**src/rtl/mult_pkg.sv**
```systemverilog
`default_nettype none
// ============================================================================
// Module      : mult_pkg
// Description : Shared widths and defaults for the 16x16 multiplier and the
//               multiply-accumulate stage built on it.
// Revision    : 1.0 - initial release
// ============================================================================
package mult_pkg;

  // Operand and full-product widths of the 16x16 unsigned multiplier
  localparam int OP_W        = 16;
  localparam int PROD_W      = 32;

  // Default accumulator and beat-counter widths for the MAC stage
  localparam int ACC_W_DEF   = 40;
  localparam int CNT_W_DEF   = 16;

  // Per-stage control carried alongside the data in the MAC pipeline
  typedef struct packed {
    logic v;
    logic last;
  } stage_ctl_t;

endpackage : mult_pkg
`default_nettype wire

```
**src/rtl/mult16.sv**
```systemverilog
`default_nettype none
// ============================================================================
// Module      : mult16
// Description : Combinational 16x16 unsigned shift-add multiplier producing a
//               full 32-bit product.
// Revision    : 1.0 - initial release
// ============================================================================
module mult16
  import mult_pkg::*;
(
  input  logic [OP_W-1:0]   i_a,
  input  logic [OP_W-1:0]   i_b,
  output logic [PROD_W-1:0] o_prod
);

  // One shifted copy of A per bit of B, gated by that bit
  logic [PROD_W-1:0] w_pp [OP_W];

  for (genvar gi = 0; gi < OP_W; gi++) begin : g_pp
    assign w_pp[gi] = i_b[gi] ? (PROD_W'(i_a) << gi) : '0;
  end

  // Sum the partial products
  always_comb begin
    o_prod = '0;
    for (int i = 0; i < OP_W; i++) begin
      o_prod = o_prod + w_pp[i];
    end
  end

endmodule : mult16
`default_nettype wire

```
**src/rtl/mult16_mac.sv**
```systemverilog
`default_nettype none
// ============================================================================
// Module      : mult16_mac
// Description : Three-stage multiply-accumulate. Operand beats grouped into
//               vectors by in_last are multiplied and summed; one dot-product
//               result per vector is offered on a valid/ready output.
//               S1 operand regs -> mult16 -> S2 product reg -> S3 accumulate.
// Revision    : 1.0 - initial release
// ============================================================================
module mult16_mac
  import mult_pkg::*;
#(
  parameter int ACC_W = ACC_W_DEF,
  parameter int CNT_W = CNT_W_DEF
) (
  input  logic             clk,
  input  logic             rst,
  input  logic             in_valid,
  output logic             in_ready,
  input  logic [OP_W-1:0]  in_a,
  input  logic [OP_W-1:0]  in_b,
  input  logic             in_last,
  output logic             out_valid,
  input  logic             out_ready,
  output logic [ACC_W-1:0] out_acc,
  output logic [CNT_W-1:0] out_count,
  output logic             out_ovf
);

  localparam logic [CNT_W-1:0] c_cnt_one = CNT_W'(1);

  // Pipeline state
  stage_ctl_t          r_s1;
  logic [OP_W-1:0]     r_s1_a;
  logic [OP_W-1:0]     r_s1_b;
  stage_ctl_t          r_s2;
  logic [PROD_W-1:0]   r_s2_prod;
  logic [ACC_W-1:0]    r_acc;
  logic [CNT_W-1:0]    r_cnt;
  logic                r_ovf;
  logic                r_first;

  logic [PROD_W-1:0]   w_prod;
  logic                w_stall;
  logic [ACC_W:0]      w_sum;
  logic [ACC_W-1:0]    w_acc_next;
  logic [CNT_W-1:0]    w_cnt_next;
  logic                w_ovf_next;
  logic                w_s3_fire;

  // A finished vector sitting in S2 while the previous result is unconsumed
  // blocks the whole pipe; in_ready therefore follows out_ready combinationally.
  assign w_stall   = out_valid && !out_ready && r_s2.v && r_s2.last;
  assign in_ready  = !w_stall;
  assign w_s3_fire = !w_stall && r_s2.v;

  mult16 u_mult16 (
    .i_a    (r_s1_a),
    .i_b    (r_s1_b),
    .o_prod (w_prod)
  );

  // S1: capture operand beats; a bubble just clears the valid bit
  always_ff @(posedge clk or posedge rst) begin
    if (rst) begin
      r_s1   <= '0;
      r_s1_a <= '0;
      r_s1_b <= '0;
    end else if (!w_stall) begin
      r_s1.v    <= in_valid;
      r_s1.last <= in_last;
      if (in_valid) begin
        r_s1_a <= in_a;
        r_s1_b <= in_b;
      end
    end
  end

  // S2: register the product of the S1 operands
  always_ff @(posedge clk or posedge rst) begin
    if (rst) begin
      r_s2      <= '0;
      r_s2_prod <= '0;
    end else if (!w_stall) begin
      r_s2 <= r_s1;
      if (r_s1.v) begin
        r_s2_prod <= w_prod;
      end
    end
  end

  // S3 next values: first beat of a vector loads, later beats add with sticky carry
  always_comb begin
    w_sum      = {1'b0, r_acc} + (ACC_W + 1)'(r_s2_prod);
    w_acc_next = ACC_W'(r_s2_prod);
    w_cnt_next = c_cnt_one;
    w_ovf_next = 1'b0;
    if (!r_first) begin
      w_acc_next = w_sum[ACC_W-1:0];
      w_cnt_next = (r_cnt == '1) ? r_cnt : r_cnt + c_cnt_one;
      w_ovf_next = r_ovf | w_sum[ACC_W];
    end
  end

  // S3: running accumulator; a last beat re-arms the first-beat flag
  always_ff @(posedge clk or posedge rst) begin
    if (rst) begin
      r_acc   <= '0;
      r_cnt   <= '0;
      r_ovf   <= 1'b0;
      r_first <= 1'b1;
    end else if (w_s3_fire) begin
      r_acc   <= w_acc_next;
      r_cnt   <= w_cnt_next;
      r_ovf   <= w_ovf_next;
      r_first <= r_s2.last;
    end
  end

  // Result registers: load on vector completion, hold until accepted
  always_ff @(posedge clk or posedge rst) begin
    if (rst) begin
      out_valid <= 1'b0;
      out_acc   <= '0;
      out_count <= '0;
      out_ovf   <= 1'b0;
    end else if (w_s3_fire && r_s2.last) begin
      out_valid <= 1'b1;
      out_acc   <= w_acc_next;
      out_count <= w_cnt_next;
      out_ovf   <= w_ovf_next;
    end else if (out_valid && out_ready) begin
      out_valid <= 1'b0;
    end
  end

endmodule : mult16_mac
`default_nettype wire
```
**config.mk**
```make
export PLATFORM = sky130hd
export DESIGN_NAME = mult16_mac
export DESIGN_NICKNAME = d
export VERILOG_FILES = /design/src/rtl/mult_pkg.sv /design/src/rtl/mult16.sv /design/src/rtl/mult16_mac.sv
export SDC_FILE = /design/constraint.sdc
export NUM_CORES = 1
export LEC_CHECK = 0
export BUFFER_PORTS_ARGS = -buffer_cell sky130_fd_sc_hd__buf_2
export CAP_MARGIN = 20
export CORE_MARGIN = 2
export CORE_UTILIZATION = 60
export CTS_CLUSTER_DIAMETER = 150
export DETAILED_ROUTE_END_ITERATION = 10
export GPL_TIMING_DRIVEN = 0
export PLACE_DENSITY = 0.83
export SYNTH_ARGS = -nofsm -noshare
export SYNTH_HDL_FRONTEND = slang
export SYNTH_SLANG_ARGS = --single-unit
```
**constraint.sdc**
```tcl
create_clock -name clk -period 8 [get_ports clk]
set_input_delay 1.6 -clock clk [delete_from_list [all_inputs] [get_ports clk]]
set_output_delay 1.6 -clock clk [all_outputs]
set_load 0.01 [all_outputs]
```
==> out/results.txt <==
CP endpoint: r_s2_prod[27]
crit-path cells: clkbuf_1 -> nand2_1 -> fa_1 -> fa_1 -> fa_1 -> fa_1 -> inv_1 -> ha_1 -> ha_1 -> ha_1 -> fa_1 -> a21oi_1 -> o22ai_1 -> o311ai_0 -> nand2_1 -> a31oi_1 -> nor2_1 -> a211o_1 -> a22o_1
synth top area cells: dfrtp_1 26%, fa_1 23%, ha_1 9.1%
# nets final: 2392
IO Port Bufs: 95
crit path time final: 6.83 ns
critical path required time: 8.35 ns
cts bufs inserted: 17
post-CTS setup buffer count: 0
DP HPWL: 36200 um
Setup crit end kind: flip-flop
Fill cells: 2348
final antenna-violating net count: 0
r2r setup slk: 1.17 ns
via count: 14300
YS warnings: 0
FF-to-FF Start: r_s1_b[5]
TritonCTS Sinks: 184
Final Hold Fails: 0
clock latency on the worst-skew pair: 0.47 ns
met1 WL: 19200 um
RSZ-0062 raised after global routing: no
core region area: 28900 um^2
Inserted Diodes: 0
total track usage: 0.317
most used cell along the critical path: fa_1
gpl congestion: 0.987
Critical Path AT: 7.18 ns
Post-Syn Area: 17600 um^2
die area: 30800 um^2
layout cells sized above 1: 0.0965
most instantiated library cell after synthesis: nand2_1
synth cell count leaders: 338 x nand2_1, 219 x inv_1, 199 x fa_1
Die Span Y: 175 um
initial DRC count: 1103
vias in the first global route: 14700
Worst Tran Pin Value: 0.907 ns
Layout Utilization: 0.667
final max-slew violation count: 0
DR WL/cell: 19.4 um
share of the synthesized area in the top cell type: 0.260
Max Clock Freq: 146 MHz
Slew HR: 0.395
commonest register cell after synthesis: dfrtp_1
CP max stage cell: fa_1
total gr overflow: 0
CTS max path bufs: 2
setup violators final: 0
CTS tree: yes
area leader, netlist: dfrtp_1
Async SR Flop Fraction: 1.00
WS Path Type: flip-flop to flip-flop
drc violations: 0
cts repair resizes: 0
CP max stage delay: 0.60 ns
hold crit path type: flip-flop to flip-flop
largest net degree at the start of global routing: 101
# rows: 62
Post-Syn Nets: 2277
starting density of the core: 0.611
critical path peak fanout: 10
number of synthesized flops with an enable pin: 0
WL met2: 23000 um
uppermost routed layer: met4
initial antenna violation count: 0
FF-to-FF path depth: 19
syn_area_per_cell: 9.22 um^2
Gate Count Post-Synth: 1913
io pins: 96
synth unique cells: 66
met3 wire len: 3160 um
global-route wire length before repair: 76000 um
drt total wl: 47100 um
TritonRoute pass-1 iters: 6
Worst Skew: 0.0193 ns
status: finished clean
vias per cell: 5.91
Root Buffer: clkbuf_16
hold_buf cts: 0
r2r endpoint: r_s2_prod[27]
P&R area growth vs syn: 9.16%
#FFs+latches synth: 184
Die W: 175 um
Worst Setup SP: r_s1_b[5]
period utilization: 0.854
maxcap violations: 0
Startpoint Class: flip-flop
clock-pin slew on the worst setup and hold paths: 0.09 ns
CTS HTree Levels: 4
register area share after synthesis: 0.261
[layout make-up]
| type | instances | area, um^2 | area share |
|---|---|---|---|
| well taps | 384 | 480 | 0.0249 |
| clock inverters | 15 | 199 | 0.0103 |
| plain buffers | 88 | 345 | 0.0179 |
| inverters | 219 | 830 | 0.0431 |
| repair buffers | 96 | 503 | 0.0261 |
| multi-input cells | 1422 | 11900 | 0.616 |
| flip-flops and latches | 184 | 4610 | 0.239 |
| clock buffers | 17 | 425 | 0.0221 |
[cells in the final DEF, fill, tap and decap left out, types with 17 or more instances in the layout]
master	netlist	final
nor3_1	17	17
buf_2	3	98
nor2_1	59	59
clkbuf_1	79	79
xor2_1	22	22
nand2_1	338	338
inv_1	219	218
fa_1	199	199
xnor2_1	40	40
a21oi_1	75	75
clkbuf_16	0	17
a31oi_1	17	17
dfrtp_1	183	183
and3_1	23	23
and2_1	122	122
o31ai_1	17	17
nand3_1	22	22
a21o_1	23	23
o21ai_0	119	119
ha_1	128	128
mux2_2	51	51
[critical path: cells and delay by family, from the launching register on]
kind | cells | cell delay [ns]
DFF | 1 | 0.59
AOI/OAI and AO/OA | 6 | 1.75
buffers and inverters | 2 | 0.59
and+or+nand+nor | 3 | 0.53
adders and majority gates | 8 | 3.25
[routing by layer]
| layer | up-vias | track usage |
|---|---|---|
| li1 | 6492 | - |
| met1 | 7130 | 0.406 |
| met2 | 586 | 0.532 |
| met3 | 123 | 0.0597 |
| met4 | 0 | 0.129 |
| met5 | - | 0 |
[worst min path at each step]
stage / from / end / slack [ns] / cells past startpoint
2_1_floorplan: r_s1[0] / r_s2[0] / 0.43 / 1
3_3_place_gp: r_s1[0] / r_s2[0] / 0.44 / 1
3_5_place_dp: r_s1[0] / r_s2[0] / 0.45 / 1
4_1_cts: r_s1[0] / r_s2[0] / 0.47 / 1
5_1_grt: r_s1[0] / r_s2[0] / 0.50 / 1
6_report: r_s1[0] / r_s2[0] / 0.46 / 1
[sequential cells by signal, summed over array words and instances (netlist names), 2 cells and up]
name       flops
out_acc       40
out_count     16
r_acc         40
r_cnt         16
r_s1           2
r_s1_a        16
r_s1_b        16
r_s2           2
r_s2_prod     32
[cell families after synthesis]
logic type | count (synthesis) | share of synthesized area
compound gates | 332 | 0.116
buf+inv | 307 | 0.0662
mux | 68 | 0.0423
flops | 184 | 0.261
fa+ha+maj | 327 | 0.317
simple gates | 633 | 0.167
xor+xnor | 62 | 0.0308
[per-stage QoR]
| step | area (um^2) | instances | setup WS [ns] | TNS (ns) | hold slack [ns] |
|---|---|---|---|---|---|
| floorplan | 17600 | 1913 | 1.40 | 0 | 0.430 |
| global placement | 18600 | 2392 | -0.611 | -107.41 | 0.441 |
| detailed placement | 18600 | 2393 | 1.26 | 0 | 0.453 |
| CTS | 19300 | 2425 | 1.21 | 0 | 0.470 |
| global route | 19300 | 2425 | 0.867 | 0 | 0.495 |
| finish | 19300 | 2425 | 1.17 | 0 | 0.465 |
Power is not shown: default switching activity piles up to over one toggle a cycle in this logic, so the estimate is an artifact.
